### config.mk
export PLATFORM = sky130hd
export DESIGN_NAME = tail_light_monitor
export DESIGN_NICKNAME = d
export VERILOG_FILES = /design/src/rtl/tail_light_monitor.sv
export SDC_FILE = /design/constraint.sdc
export NUM_CORES = 1
export LEC_CHECK = 0
export BUFFER_PORTS_ARGS = -buffer_cell sky130_fd_sc_hd__buf_2
export CORE_MARGIN = 2
export CORE_UTILIZATION = 28
export DETAILED_ROUTE_END_ITERATION = 7
export GPL_ROUTABILITY_DRIVEN = 0
export PLACE_DENSITY = 0.43
export SLEW_MARGIN = 20
export SYNTH_ARGS = -nofsm -noshare
export SYNTH_HDL_FRONTEND = slang
export SYNTH_SLANG_ARGS = --single-unit
### constraint.sdc
create_clock -name clk -period 2.8 [get_ports clk]
set_clock_uncertainty 0.05 [all_clocks]
set_input_delay 0.56 -clock clk [delete_from_list [all_inputs] [get_ports clk]]
set_output_delay 0.56 -clock clk [all_outputs]
set_load 0.005 [all_outputs]
### src/rtl/tail_light_monitor.sv
// tail_light_monitor
//   Passive checker for the six tail-light lamp lines. It decodes the
//   left/right turn sequence in progress, counts completed sequences, and
//   flags lamp patterns that break the legal sequence rules.
//
// Ports:
//   clk, reset            rising-edge clock, synchronous active-high reset
//   la, lb, lc            left lamps (la innermost)
//   ra, rb, rc            right lamps (ra innermost)
//   clr                   synchronous clear of counters, err and err_code
//   left_active           left sequence in progress
//   right_active          right sequence in progress
//   phase                 lamps lit in the current sequence (0..3)
//   seq_done              one-cycle pulse on sequence completion
//   seq_dir               direction of last completed sequence (0 left, 1 right)
//   left_count            completed left sequences (saturating)
//   right_count           completed right sequences (saturating)
//   err                   sticky error flag
//   err_code              first error code since last clr/reset
//   err_count             number of error events (saturating)
module tail_light_monitor #(
    parameter int unsigned CNT_W = 8
) (
    input  logic             clk,
    input  logic             reset,
    input  logic             la,
    input  logic             lb,
    input  logic             lc,
    input  logic             ra,
    input  logic             rb,
    input  logic             rc,
    input  logic             clr,
    output logic             left_active,
    output logic             right_active,
    output logic [1:0]       phase,
    output logic             seq_done,
    output logic             seq_dir,
    output logic [CNT_W-1:0] left_count,
    output logic [CNT_W-1:0] right_count,
    output logic             err,
    output logic [2:0]       err_code,
    output logic [CNT_W-1:0] err_count
);

    typedef enum logic [2:0] {
        S_IDLE,
        S_L1,
        S_L2,
        S_L3,
        S_R1,
        S_R2,
        S_R3,
        S_ERR
    } state_t;

    state_t           state_q, state_d;
    logic             seq_done_q, seq_done_d;
    logic             seq_dir_q, seq_dir_d;
    logic [CNT_W-1:0] left_count_q, left_count_d;
    logic [CNT_W-1:0] right_count_q, right_count_d;
    logic             err_q, err_d;
    logic [2:0]       err_code_q, err_code_d;
    logic [CNT_W-1:0] err_count_q, err_count_d;

    logic [5:0] v;
    logic       err_ev;
    logic [2:0] new_code;
    logic       done;
    logic       done_dir;

    assign v = {la, lb, lc, ra, rb, rc};

    function automatic logic [CNT_W-1:0] sat_inc(input logic [CNT_W-1:0] x);
        return (x == '1) ? x : x + 1'b1;
    endfunction

    // Next-state decode
    always_comb begin
        state_d  = state_q;
        err_ev   = 1'b0;
        new_code = 3'd0;
        done     = 1'b0;
        done_dir = 1'b0;
        case (state_q)
            S_IDLE: begin
                if (v == 6'b000000)      state_d = S_IDLE;
                else if (v == 6'b100000) state_d = S_L1;
                else if (v == 6'b000100) state_d = S_R1;
                else begin
                    err_ev   = 1'b1;
                    new_code = 3'd1;
                end
            end
            S_L1: begin
                if (v == 6'b110000) state_d = S_L2;
                else begin
                    err_ev   = 1'b1;
                    new_code = 3'd2;
                end
            end
            S_L2: begin
                if (v == 6'b111000) state_d = S_L3;
                else begin
                    err_ev   = 1'b1;
                    new_code = 3'd2;
                end
            end
            S_L3: begin
                if (v == 6'b000000) begin
                    state_d  = S_IDLE;
                    done     = 1'b1;
                    done_dir = 1'b0;
                end else begin
                    err_ev   = 1'b1;
                    new_code = 3'd4;
                end
            end
            S_R1: begin
                if (v == 6'b000110) state_d = S_R2;
                else begin
                    err_ev   = 1'b1;
                    new_code = 3'd3;
                end
            end
            S_R2: begin
                if (v == 6'b000111) state_d = S_R3;
                else begin
                    err_ev   = 1'b1;
                    new_code = 3'd3;
                end
            end
            S_R3: begin
                if (v == 6'b000000) begin
                    state_d  = S_IDLE;
                    done     = 1'b1;
                    done_dir = 1'b1;
                end else begin
                    err_ev   = 1'b1;
                    new_code = 3'd4;
                end
            end
            S_ERR: begin
                // No new error events while parked here
                if (v == 6'b000000) state_d = S_IDLE;
            end
            default: state_d = S_IDLE;
        endcase
        if (err_ev) state_d = S_ERR;
    end

    // Counters and error bookkeeping; clr loses to a same-cycle error
    // event but wins over a same-cycle completion count.
    always_comb begin
        seq_done_d    = done;
        seq_dir_d     = done ? done_dir : seq_dir_q;
        left_count_d  = clr ? '0 : left_count_q;
        right_count_d = clr ? '0 : right_count_q;
        if (done && !clr) begin
            if (done_dir) right_count_d = sat_inc(right_count_q);
            else          left_count_d  = sat_inc(left_count_q);
        end

        err_d       = err_q;
        err_code_d  = err_code_q;
        err_count_d = err_count_q;
        if (err_ev) begin
            err_d       = 1'b1;
            err_code_d  = (clr || !err_q) ? new_code : err_code_q;
            err_count_d = clr ? CNT_W'(1) : sat_inc(err_count_q);
        end else if (clr) begin
            err_d       = 1'b0;
            err_code_d  = 3'd0;
            err_count_d = '0;
        end
    end

    always_ff @(posedge clk) begin
        if (reset) begin
            state_q       <= S_IDLE;
            seq_done_q    <= 1'b0;
            seq_dir_q     <= 1'b0;
            left_count_q  <= '0;
            right_count_q <= '0;
            err_q         <= 1'b0;
            err_code_q    <= 3'd0;
            err_count_q   <= '0;
        end else begin
            state_q       <= state_d;
            seq_done_q    <= seq_done_d;
            seq_dir_q     <= seq_dir_d;
            left_count_q  <= left_count_d;
            right_count_q <= right_count_d;
            err_q         <= err_d;
            err_code_q    <= err_code_d;
            err_count_q   <= err_count_d;
        end
    end

    // Status decoded purely from the state register
    always_comb begin
        left_active  = 1'b0;
        right_active = 1'b0;
        phase        = 2'd0;
        case (state_q)
            S_L1: begin left_active  = 1'b1; phase = 2'd1; end
            S_L2: begin left_active  = 1'b1; phase = 2'd2; end
            S_L3: begin left_active  = 1'b1; phase = 2'd3; end
            S_R1: begin right_active = 1'b1; phase = 2'd1; end
            S_R2: begin right_active = 1'b1; phase = 2'd2; end
            S_R3: begin right_active = 1'b1; phase = 2'd3; end
            default: ;
        endcase
    end

    assign seq_done    = seq_done_q;
    assign seq_dir     = seq_dir_q;
    assign left_count  = left_count_q;
    assign right_count = right_count_q;
    assign err         = err_q;
    assign err_code    = err_code_q;
    assign err_count   = err_count_q;

endmodule

==> qor.txt <==
Register area share after synthesis: 35.8%
Worst-skew pair later-pin latency: 0.28 ns
Antenna-violating nets left: 0
Wire per inst: 14.1 microns
Antenna cell count: 0
Final Power: 1.11 mW
Fillers: 712
Starting density of the core: 29.1%
Number of H-tree branching levels: 2
Die Wd: 85.2 microns
Synth Area per Inst: 8.17 sq um
First-pass GRT wire length: 8180 microns
Fmax: 459 MHz
Max-cap viol count: 0
Row Count: 29
Gr usage total: 14.0%
Fin crit share: 77.7%
Final hold vios: 0
Worst relative slew slack: 59.5%
Count of pins over their slew limit: 0
Post-synthesis adder-cell area fraction: 2.03%
TritonCTS clock tree: done
Worst setup EP type: register
Initial antenna violation count: 0
CTS max path bufs: 2
Met2 WL post-DR: 2200 microns
PnR worst setup slack: 0.624 ns
CP Launch Type: input port
Crit path kind: in2reg
DRT met1 WL: 2350 microns
Nets: 277
RSZ-0062 raised after global routing: no
Min-Delay Path Class: reg2reg
Met3 routed WL: 241 microns
Cell area power density: 508 nW/um^2
Largest family of logic cells by synthesized area: simple AND/OR/NAND/NOR gates
Sink Count: 33
Setup Buffers After CTS: 0
Die ar.: 7260 sq um
Post-CTS Resized: 0
Fin Setup TNS: 0 ns
Area Growth Syn to Fin: 18.9%
Setup violators final: 0
Crit path arrival time: 2.31 ns
Number of I/O port buffers: 42
Boundary Pins: 43
Number of synthesized flops with an enable pin: 0
Yosys reg bits: 33
Commonest non-fill, non-tap cell in the layout: buf_2
Xor and xnor area share after synthesis: 3.79%
Synthesized cell area: 1850 sq um
Fraction of power spent switching nets: 30.8%
Total congestion overflow: 0
Pre-CTS setup slack: 0.312 ns
Most frequent cells in the layout: 42 x buf_2, 33 x dfxtp_1, 32 x nor2_1
Combinational share of power: 21.5%
Core outline area: 6350 sq um
WP data required: 2.93 ns
Unique masters post-synth: 57
Flop pwr share: 47.1%
Die height: 85.2 microns
Drt initial violations: 89
DR vias: 1765
Highest routed layer: met4
Post-CTS Hold Buffers: 0
Synth Net Count: 238
Internal: 0.772 mW
Residual DRC: 0
Synth Flop Type: dfxtp_1
Post-DP HPWL: 3520 microns
Fin crit period: 2.18 ns
CTS Root Cell: clkbuf_8
CTS Buf Count: 5
Reg clk slew, reported paths: 0.07 ns
Synthesized instance count: 226
Worst slew pin tran: 0.607 ns
Detailed Routing Iterations Pass 1: 4
Vias per inst: 5.15
Share of layout cells above drive strength 1: 24.8%
Clock share of power: 31.4%
Sw Pwr: 0.343 mW
LEAKAGE: 0.822 nW
Asr flop ratio synth: 0%
Total Routed Length: 4830 microns
Post-synthesis compound-gate area fraction: 23.4%
Yosys warning count: 0
Crit Path Max Fanout: 9
Worst vdd rail ir drop: 0.219 mV
Status: completed
Pin count of the biggest net entering global routing: 20
Post-Synth Simple-Gate Area: 29.5%
Fraction of synthesized area in multiplexers: 1.08%
Via count of the first global-routing pass: 1692
-- layout make-up --
cell class | instances | area (sq um) | area share (%)
Tap cell | 77 | 96.3 | 4.39
Sequential cell | 33 | 661 | 30.1
Clock buffer | 8 | 80.1 | 3.65
Multi-Input combinational cell | 175 | 1100 | 50.3
Inverter | 4 | 15.0 | 0.684
Timing Repair Buffer | 46 | 240 | 10.9
-- routing by layer --
metal | GRT usage (%) | up-vias
met1 | 18.4 | 825
met3 | 4.09 | 5
met5 | 0 | -
met2 | 22.4 | 32
li1 | - | 903
met4 | 3.90 | 0
-- worst max-delay path, cell delays in order --
cell	delay [ns]
buf_2	0.13
nor3_2	0.43
nand4_2	0.23
o31a_1	0.22
a31oi_4	0.32
nor2_1	0.12
a311oi_1	0.30
-- path summary, 6_finish.rpt --
kind / depth (start not counted) / slack [ns] / end / start
worst max-delay path: 7 / 0.62 / err_count[2] / la
worst min-delay path: 2 / 0.43 / seq_dir / seq_dir
worst max register to register: 5 / 0.64 / err_count[5] / state_q[1]
worst min register to register: 2 / 0.43 / seq_dir / seq_dir
-- power by group through the flow --
| stage | sequential, mW | combinational [mW] | clock (mW) |
|---|---|---|---|
| after floorplan | 0.514 | 0.185 | 0 |
| after global placement | 0.537 | 0.243 | 0 |
| after detailed placement | 0.537 | 0.242 | 0 |
| after CTS | 0.526 | 0.243 | 0.364 |
| after global routing | 0.530 | 0.267 | 0.382 |
| final | 0.525 | 0.240 | 0.350 |
-- cell usage after synthesis, types with 2 or more instances --
cell      number  area [sq um]
nor3b_1        4          30.0
nor3_1         9          45.0
nor2_1        32           120
a21oi_1       17          85.1
nand3_1       14          70.1
buf_2          3          15.0
o21ai_1        2          10.0
a311oi_1       3          26.3
ha_1           3          37.5
nand2b_1       2          12.5
clkbuf_1       7          26.3
and2_1         2          12.5
dfxtp_1       33           661
o31ai_1        3          22.5
xor2_1         3          26.3
buf_1          2          7.51
a31oi_1        7          43.8
mux2i_1        2          20.0
and3_1         2          12.5
nand4_1        7          43.8
o21ai_0        6          30.0
a211oi_1       3          22.5
or4_1          2          15.0
xnor2_1        5          43.8
inv_1          4          15.0
nor2b_1        5          31.3
nand2_1       14          52.6
-- cell families after synthesis --
| kind of cell | Yosys count |
|---|---|
| compound gates | 59 |
| xor+xnor | 8 |
| fa+ha+maj | 3 |
| buf+inv | 18 |
| flops | 33 |
| mux | 2 |
| simple gates | 103 |
-- stage by stage --
step	std cells	instance area, sq um	hold WS [ns]	util, %
2_1_floorplan	226	1850	0.413	-
4_1_cts	343	2200	0.430	34.6
3_5_place_dp	335	2120	0.417	33.3
6_report	343	2200	0.426	34.6
3_3_place_gp	335	2120	0.441	33.3
5_1_grt	343	2200	0.450	34.6
-- flip-flops by register name, summed over array words and instances (netlist names) --
| signal | cells |
|---|---|
| err_count | 8 |
| err | 1 |
| left_count | 8 |
| right_count | 8 |
| state_q | 3 |
| seq_dir | 1 |
| err_code | 3 |
| seq_done | 1 |
No activity file was read; power rests on OpenSTA's default activity.
